## config.mk

```make
export PLATFORM = sky130hd
export DESIGN_NAME = mult_arbiter
export DESIGN_NICKNAME = d
export VERILOG_FILES = /design/src/rtl/mult_arb_pkg.sv /design/src/rtl/rr_arbiter.sv /design/src/rtl/mult_arbiter.sv
export SDC_FILE = /design/constraint.sdc
export NUM_CORES = 1
export LEC_CHECK = 0
export ABC_AREA = 1
export BUFFER_PORTS_ARGS = -buffer_cell sky130_fd_sc_hd__buf_2
export CAP_MARGIN = 30
export CORE_MARGIN = 4
export CORE_UTILIZATION = 51
export DETAILED_ROUTE_END_ITERATION = 6
export PLACE_DENSITY = 0.79
export SKIP_CTS_REPAIR_TIMING = 1
export SLEW_MARGIN = 10
export SYNTH_ARGS = -nofsm -noshare
export SYNTH_HDL_FRONTEND = slang
export SYNTH_SLANG_ARGS = --single-unit
```

## constraint.sdc

```tcl
create_clock -name Clk -period 1.55 [get_ports Clk]
set_clock_uncertainty 0.1 [all_clocks]
set_input_delay 0.2325 -clock Clk [delete_from_list [all_inputs] [get_ports Clk]]
set_output_delay 0.2325 -clock Clk [all_outputs]
set_load 0.05 [all_outputs]
```

## src/rtl/mult_arb_pkg.sv

```systemverilog
// Shared types and constants for the shift-add multiplier sequencer/arbiter.
package mult_arb_pkg;

  typedef enum logic [2:0] {S_IDLE, S_LOAD, S_ADD, S_SHIFT, S_DONE} state_e;

  localparam int DEF_WIDTH = 8;
  localparam int DEF_NREQ  = 2;

  // One spare bit over the iteration range keeps the counter at 4 bits for WIDTH=8.
  function automatic int cnt_width(input int w);
    return (w <= 1) ? 1 : $clog2(w) + 1;
  endfunction

  localparam int CNT_W = cnt_width(DEF_WIDTH);

endpackage

```

## src/rtl/rr_arbiter.sv

```systemverilog
// Round-robin pick over NREQ requesters with a registered last-winner pointer.
module rr_arbiter #(
  parameter int NREQ = 2,
  parameter int IW   = $clog2(NREQ)
) (
  input  logic            clk,
  input  logic            rst,
  input  logic [NREQ-1:0] req,
  input  logic            update,
  output logic [NREQ-1:0] gnt,
  output logic [IW-1:0]   idx,
  output logic            any
);

  logic [IW-1:0] last_q, last_d;

  // Search starts one past the last winner, so a repeat requester loses to anyone else.
  always_comb begin
    int j;
    logic [IW-1:0] jj;
    j   = 0;
    jj  = '0;
    gnt = '0;
    idx = '0;
    any = 1'b0;
    for (int i = 0; i < NREQ; i++) begin
      j  = (int'(last_q) + 1 + i) % NREQ;
      jj = IW'(j);
      if (!any && req[jj]) begin
        any     = 1'b1;
        gnt[jj] = 1'b1;
        idx     = jj;
      end
    end
  end

  always_comb begin
    last_d = last_q;
    if (update && any) last_d = idx;
  end

  always_ff @(posedge clk or posedge rst) begin
    if (rst) last_q <= IW'(NREQ - 1);
    else     last_q <= last_d;
  end

endmodule

```

## src/rtl/mult_arbiter.sv

```systemverilog
// Sequencer + round-robin arbiter sharing one shift-add multiplier datapath.
// Define MULT_ARB_SIGNED_EN for two's-complement multiply (final iteration subtracts).
module mult_arbiter import mult_arb_pkg::*; #(
  parameter int WIDTH = DEF_WIDTH,
  parameter int NREQ  = DEF_NREQ
) (
  input  logic                     Clk,
  input  logic                     reset,
  input  logic [NREQ-1:0]          req,
  input  logic                     M,
  output logic [NREQ-1:0]          gnt,
  output logic [$clog2(NREQ)-1:0]  sel,
  output logic                     load_op,
  output logic                     add,
  output logic                     sub,
  output logic                     shift,
  output logic [NREQ-1:0]          done,
  output logic                     busy
);

  localparam int CW = cnt_width(WIDTH);
  localparam int IW = $clog2(NREQ);
  localparam logic [CW-1:0] LAST = CW'(WIDTH - 1);

  state_e          state_q, state_d;
  logic [CW-1:0]   cnt_q, cnt_d;
  logic [NREQ-1:0] gnt_q, gnt_d, done_q, done_d;
  logic [IW-1:0]   sel_q, sel_d;
  logic            load_op_q, load_op_d, shift_q, shift_d, busy_q, busy_d;

  logic [NREQ-1:0] pick_gnt;
  logic [IW-1:0]   pick_idx;
  logic            pick_any;

  rr_arbiter #(.NREQ(NREQ)) u_arb (
    .clk    (Clk),
    .rst    (reset),
    .req    (req),
    .update (state_q == S_IDLE),
    .gnt    (pick_gnt),
    .idx    (pick_idx),
    .any    (pick_any)
  );

  // Control outputs are computed one state ahead so they leave flops directly.
  always_comb begin
    state_d   = state_q;
    cnt_d     = cnt_q;
    gnt_d     = gnt_q;
    sel_d     = sel_q;
    busy_d    = busy_q;
    load_op_d = 1'b0;
    shift_d   = 1'b0;
    done_d    = '0;
    case (state_q)
      S_IDLE: if (pick_any) begin
        state_d   = S_LOAD;
        gnt_d     = pick_gnt;
        sel_d     = pick_idx;
        load_op_d = 1'b1;
        busy_d    = 1'b1;
      end
      S_LOAD: begin
        cnt_d   = '0;
        state_d = S_ADD;
        shift_d = 1'b1;
      end
      S_ADD: begin
        state_d = S_SHIFT;
      end
      S_SHIFT: begin
        if (cnt_q == LAST) begin
          state_d = S_DONE;
          done_d  = gnt_q;
        end else begin
          cnt_d   = cnt_q + 1'b1;
          state_d = S_ADD;
        end
      end
      S_DONE: begin
        state_d = S_IDLE;
        gnt_d   = '0;
        sel_d   = '0;
        busy_d  = 1'b0;
      end
      default: state_d = S_IDLE;
    endcase
    // shift flop must be high while in SHIFT, i.e. the cycle after ADD
    shift_d = (state_d == S_SHIFT);
  end

  always_ff @(posedge Clk or posedge reset) begin
    if (reset) begin
      state_q   <= S_IDLE;
      cnt_q     <= '0;
      gnt_q     <= '0;
      sel_q     <= '0;
      load_op_q <= 1'b0;
      shift_q   <= 1'b0;
      done_q    <= '0;
      busy_q    <= 1'b0;
    end else begin
      state_q   <= state_d;
      cnt_q     <= cnt_d;
      gnt_q     <= gnt_d;
      sel_q     <= sel_d;
      load_op_q <= load_op_d;
      shift_q   <= shift_d;
      done_q    <= done_d;
      busy_q    <= busy_d;
    end
  end

  assign gnt     = gnt_q;
  assign sel     = sel_q;
  assign load_op = load_op_q;
  assign shift   = shift_q;
  assign done    = done_q;
  assign busy    = busy_q;

  logic in_add, last_it;
  assign in_add  = (state_q == S_ADD);
  assign last_it = (cnt_q == LAST);

`ifdef MULT_ARB_SIGNED_EN
  assign add = in_add & M & ~last_it;
  assign sub = in_add & M & last_it;
`else
  assign add = in_add & M;
  assign sub = 1'b0;
`endif

endmodule

```

---- Word-level counts from Yosys, hierarchy flattened ----
Index checks and enable logic that the tools add are counted.
W data, S select, Z words.
operators by class
  add/sub/neg operators ................... 3
  mux-type cells .......................... 29
  eq/ne operators ......................... 8
  reductions and logical operators ........ 10
  bitwise logic cells ..................... 2
  $lt $le $gt $ge ......................... 4
operators with widths
  kind                   number
  $mux W1                14
  $pmux W3 S4            1
  $mux W2                5
  $eq A3 B2 Y1 const B   3
  $pmux W4 S2            1
  $mux W3                2
  $add A4 B1 Y4 const B  1
  $eq A4 B3 Y1 const B   1
  $logic_and A1 B1 Y1    4
  $lt A1 B2 Y1 const B   2
  $mux W4                1
  $ne A2 B2 Y1 const B   2
  $pmux W1 S2            2
  $pmux W2 S2            1
  $reduce_and A2 Y1      2
  $reduce_bool A2 Y1     2
  $eq A3 B1 Y1 const B   1
  $eq A3 B3 Y1 const B   1
  $logic_not A3 Y1       1
  $add A1 B1 Y1 const B  2
  $demux W1 S1           2
  $ge A1 B1 Y1 const B   2
  $or A2 B2 Y2           1
  $and A1 B1 Y1          1
  $logic_not A1 Y1       1
storage, ports and cells
  bits in registers ....................... 16
  input bits .............................. 5

---- Depth between registers and ports, before layout ----
  word-level depth ........................ 10
  mapped depth ............................ 6

---- Hierarchy ----
A second synthesis with hierarchy kept.
unflattened totals
  cell total of the unflattened synthesis .. 95
  area, all modules ....................... 765.7 um^2
modules (own cells, without submodules)
  module        instances  area each (um^2)  cells each
  mult_arbiter  1          668.1             75
  rr_arbiter    1          97.6              20

---- Least setup slack after synthesis ----
Ideal clock, no wire load.
  kind .................................... register to output
  start point ............................. register state_q[0]
  end point ............................... output port add
  path slack .............................. -89 ps
  buffers on the path ..................... 0
  required time ........................... 1217 ps
  arrival ................................. 1306 ps
  cell stages (with the launch flop) ...... 4
  cell sequence ........................... dfrtp_1 -> nor3_2 -> inv_1 -> nor2_1
between the ends
  longest elaborated chain between the ends .. 2
ends and longest elaborated chain
  element                   RTL line             RTL
  start: declaration        mult_arbiter.sv:25   state_e state_q, state_d;
  start signal: assignment  mult_arbiter.sv:103  state_q <= state_d;
  $eq A3 B2 Y1              mult_arbiter.sv:122  assign in_add = (state_q == S_ADD);
  $and A1 B1 Y1             mult_arbiter.sv:129  assign add = in_add & M;
  end: declaration          mult_arbiter.sv:14   output logic add,
Every way passes these cells.

---- Worst setup path after layout ----
  start point ............................. register state_q[1]
  end point ............................... output port add
The elaborated chain is that of the path after synthesis.

==> results.sh <==
export IMPL_status="complete, but fails checks"
export IMPL_violations="setup timing"
export IMPL_drt_iter0_markers=8
export IMPL_report_final_setup_viol=1
export IMPL_worst_setup_path_start_kind="flop"
export IMPL_io_pins=15
export IMPL_crit_chain="inv_2 > nor3_4 > inv_2 > nor2_4 > buf_8"
export IMPL_p_comb_share_pct=49.3
export IMPL_path_max_fanout=3
export IMPL_grt_pass1_vias=527
export IMPL_cpMaxStageDelayCell="dfrtp_1"
export IMPL_cts_root_buf="clkbuf_4"
export IMPL_grt_overflow=0
export IMPL_drive_gt1_share_pct=35.0
export IMPL_antenna_found_initial=0
export IMPL_hp_class="input port to flop"
export IMPL_synth_simple_area_share_pct=26.9
export IMPL_synth_xor_xnor_area_share_pct=1.21
export IMPL_core_um2=1320
export IMPL_portBuffers=13
export IMPL_clk_latency_ns=0.28
export IMPL_internal_power_mw=1.00
export IMPL_ys_types=22
export IMPL_slowest_delay_ns=0.39
export IMPL_hold_start="req[1]"
export IMPL_p_sw_uw=877
export IMPL_fin_crit_sh_pct=102
export IMPL_cts_htree_levels=1
export IMPL_postPlaceCellArea_um2=803
export IMPL_worstPathRequired_ns=1.22
export IMPL_rsz0062_at_grt="true"
export IMPL_ys_seq_area_share_pct=55.4
export IMPL_routedWlPerCell_um=11.9
export IMPL_synth_area_leaders="dfrtp_1, nand2_1, inv_1, dfstp_2, nand3_1"
export IMPL_powerDensity_nw_per_um2=2080
export IMPL_vias_per_cell=4.88
export IMPL_min_path_cells=3
export IMPL_synth_common_cells="nand2_1, dfrtp_1, inv_1, nor2_1, nand3_1"
export IMPL_crit_family="flip-flops"
export IMPL_timing_rr_end="cnt_q[2]"
export IMPL_synth_area_um2=724
export IMPL_synth_fa_ha_area_share_pct=1.73
export IMPL_multi_input_area_um2=280
export IMPL_synth_top_family_by_area="simple AND/OR/NAND/NOR gates"
export IMPL_crit_arrival_ns=1.25
export IMPL_cp_num_buf_inv=3
export IMPL_maxSlewHeadroom_pct=60.4
export IMPL_max_vdd_ir_drop_mv=1.63
export IMPL_die_h_um=45.7
export IMPL_nets=107
export IMPL_setup_tns_final_ns=-0.0362
export IMPL_yosysTopAreaCell="dfrtp_1"
export IMPL_nFillCells=92
export IMPL_clock_sinks=16
export IMPL_seqPwrFrac_pct=36.5
export IMPL_switching_share_pct=46.7
export IMPL_slew_violations=0
export IMPL_synthFlopType="dfrtp_1"
export IMPL_regArea_um2=403
export IMPL_wirelength_um=1370
export IMPL_ant_nets=0
export IMPL_cts_tree="built"
export IMPL_max_freq_mhz=630
export IMPL_worst_pin_slew_ns=0.594
export IMPL_min_period_ns=1.59
export IMPL_worstSetupEndpointType="primary output"
export IMPL_netlist_area_leader_share_pct=51.8
export IMPL_yosysMostFrequentCell="nand2_1"
export IMPL_timing_rr_start="state_q[2]"
export IMPL_first_pass_iters=4
export IMPL_synth_compound_area_share_pct=6.39
export IMPL_fin_area_um2=902
export IMPL_avgSynthCellArea_um2=9.17
export IMPL_drc_errors=0
export IMPL_dp_hpwl_um=900
export IMPL_regToRegSetupSlack_ns=0.21
export IMPL_ys_seq_elements=16
export IMPL_area_delta_synth_final_pct=24.5
export IMPL_path_clk_slew_ns=0.09
export IMPL_rr_worst_depth=6
export IMPL_path_class="flop to primary output"
export IMPL_initial_core_util_pct=55.0
export IMPL_hold_viol=0
export IMPL_dieArea_um2=2090
export IMPL_syn_instance_count=79
export IMPL_crit_top_cell="inv_2"
export IMPL_rows=13
export IMPL_vias=561
export IMPL_p_clk_share_pct=14.2
export IMPL_track_usage_pct=14.3
export IMPL_diodes=0
export IMPL_cap_viol_max_count=0
export IMPL_gp_congestion=0.783
export IMPL_cts_buffers=3
export IMPL_grt_max_degree=17
export IMPL_leakagePower_nw=0.483
export IMPL_die_w_um=45.7
export IMPL_post_route_worst_setup_slack_ns=-0.0362
export IMPL_synthArstFlopShare_pct=100
export IMPL_grt_pass1_wl_um=2160
export IMPL_synth_enable_flop_cells=0
export IMPL_holdPathEnd="u_arb.last_q"
export IMPL_ys_warnings_count=0
export IMPL_synth_nets=85
export IMPL_synthMuxAreaShare_pct=0
export IMPL_cts_buffer_depth=2
worst register-to-register path: stages, from the launching register on:
cell      delay, ns
dfrtp_1        0.42
buf_4          0.15
inv_1          0.11
nand2_2        0.09
o21bai_4       0.21
nand2_1        0.07
o21ai_0        0.07
metrics by stage:
stage               cells  power (mW)  hold WS [ns]  worst slack, ns  util [%]
floorplan              79        1.32        0.0455            0.133         -
global placement      106        1.47         0.223            0.194      61.0
detailed placement    106        1.49         0.224            0.158      61.0
CTS                   110        1.76       -0.0805           -0.162      63.7
global route          115        2.00         0.150          -0.0973      68.5
finish                115        1.88         0.127          -0.0362      68.5
layer usage:
layer | GRT usage (%) | vias to the layer above | share of wire [%]
met5 | 0 | - | 0
met4 | 5.68 | 0 | 0.95
met3 | 2.37 | 2 | 5.0
met2 | 22.3 | 14 | 53
met1 | 19.7 | 265 | 41
li1 | - | 280 | -
power by group through the flow:
stage                     clock (mW)  sequential (mW)  combinational, mW
final                          0.267            0.686              0.926
after global routing           0.289            0.703               1.01
after CTS                      0.269            0.680              0.811
after detailed placement           0            0.689              0.804
after global placement             0            0.685              0.788
after floorplan                    0            0.927              0.394
how the worst max path moves through the flow:
stage | slack, ns | startpoint | depth (start not counted) | end
6_report | -0.04 | state_q[1] | 5 | add
3_3_place_gp | 0.19 | state_q[0] | 4 | add
3_5_place_dp | 0.16 | state_q[0] | 4 | add
5_1_grt | -0.1 | state_q[1] | 5 | add
2_1_floorplan | 0.13 | state_q[0] | 3 | add
4_1_cts | -0.16 | state_q[0] | 4 | add
registers in the layout (all words and copies together) (netlist names):
register,count
cnt_q,4
state_q,3
done,2
gnt,2
busy,1
load_op,1
sel,1
shift,1
u_arb.last_q,1
logic make-up (layout without fill, tap and decap cells):
kind of cell               count (synthesis)  count (layout)
xor gates and xnor gates                   1               1
AOI/OAI and AO/OA                          6               6
adders and majority gates                  1               1
and+or+nand+nor                           40              40
buffers and inverters                     14              35
DFF                                       16              16
other                                      1               1
placed cells by master, fill, tap and decap left out, drive strengths merged, types with 2 or more instances in the layout:
master and n:
o21bai 2, nand3 5, buf 17, nor2 6
inv 13, nand2 26, dfrtp 15, nor3 2
clkbuf 4, o21ai 3
cell type report:
| type | instances | area share, % |
|---|---|---|
| sequential | 16 | 44.7 |
| multi-input combinational | 49 | 31.1 |
| timing repair buffer | 18 | 12.8 |
| inverter | 13 | 5.41 |
| clock buffer | 4 | 4.02 |
| tap | 15 | 2.08 |
Note: power is estimated with default switching activity, not from simulation.
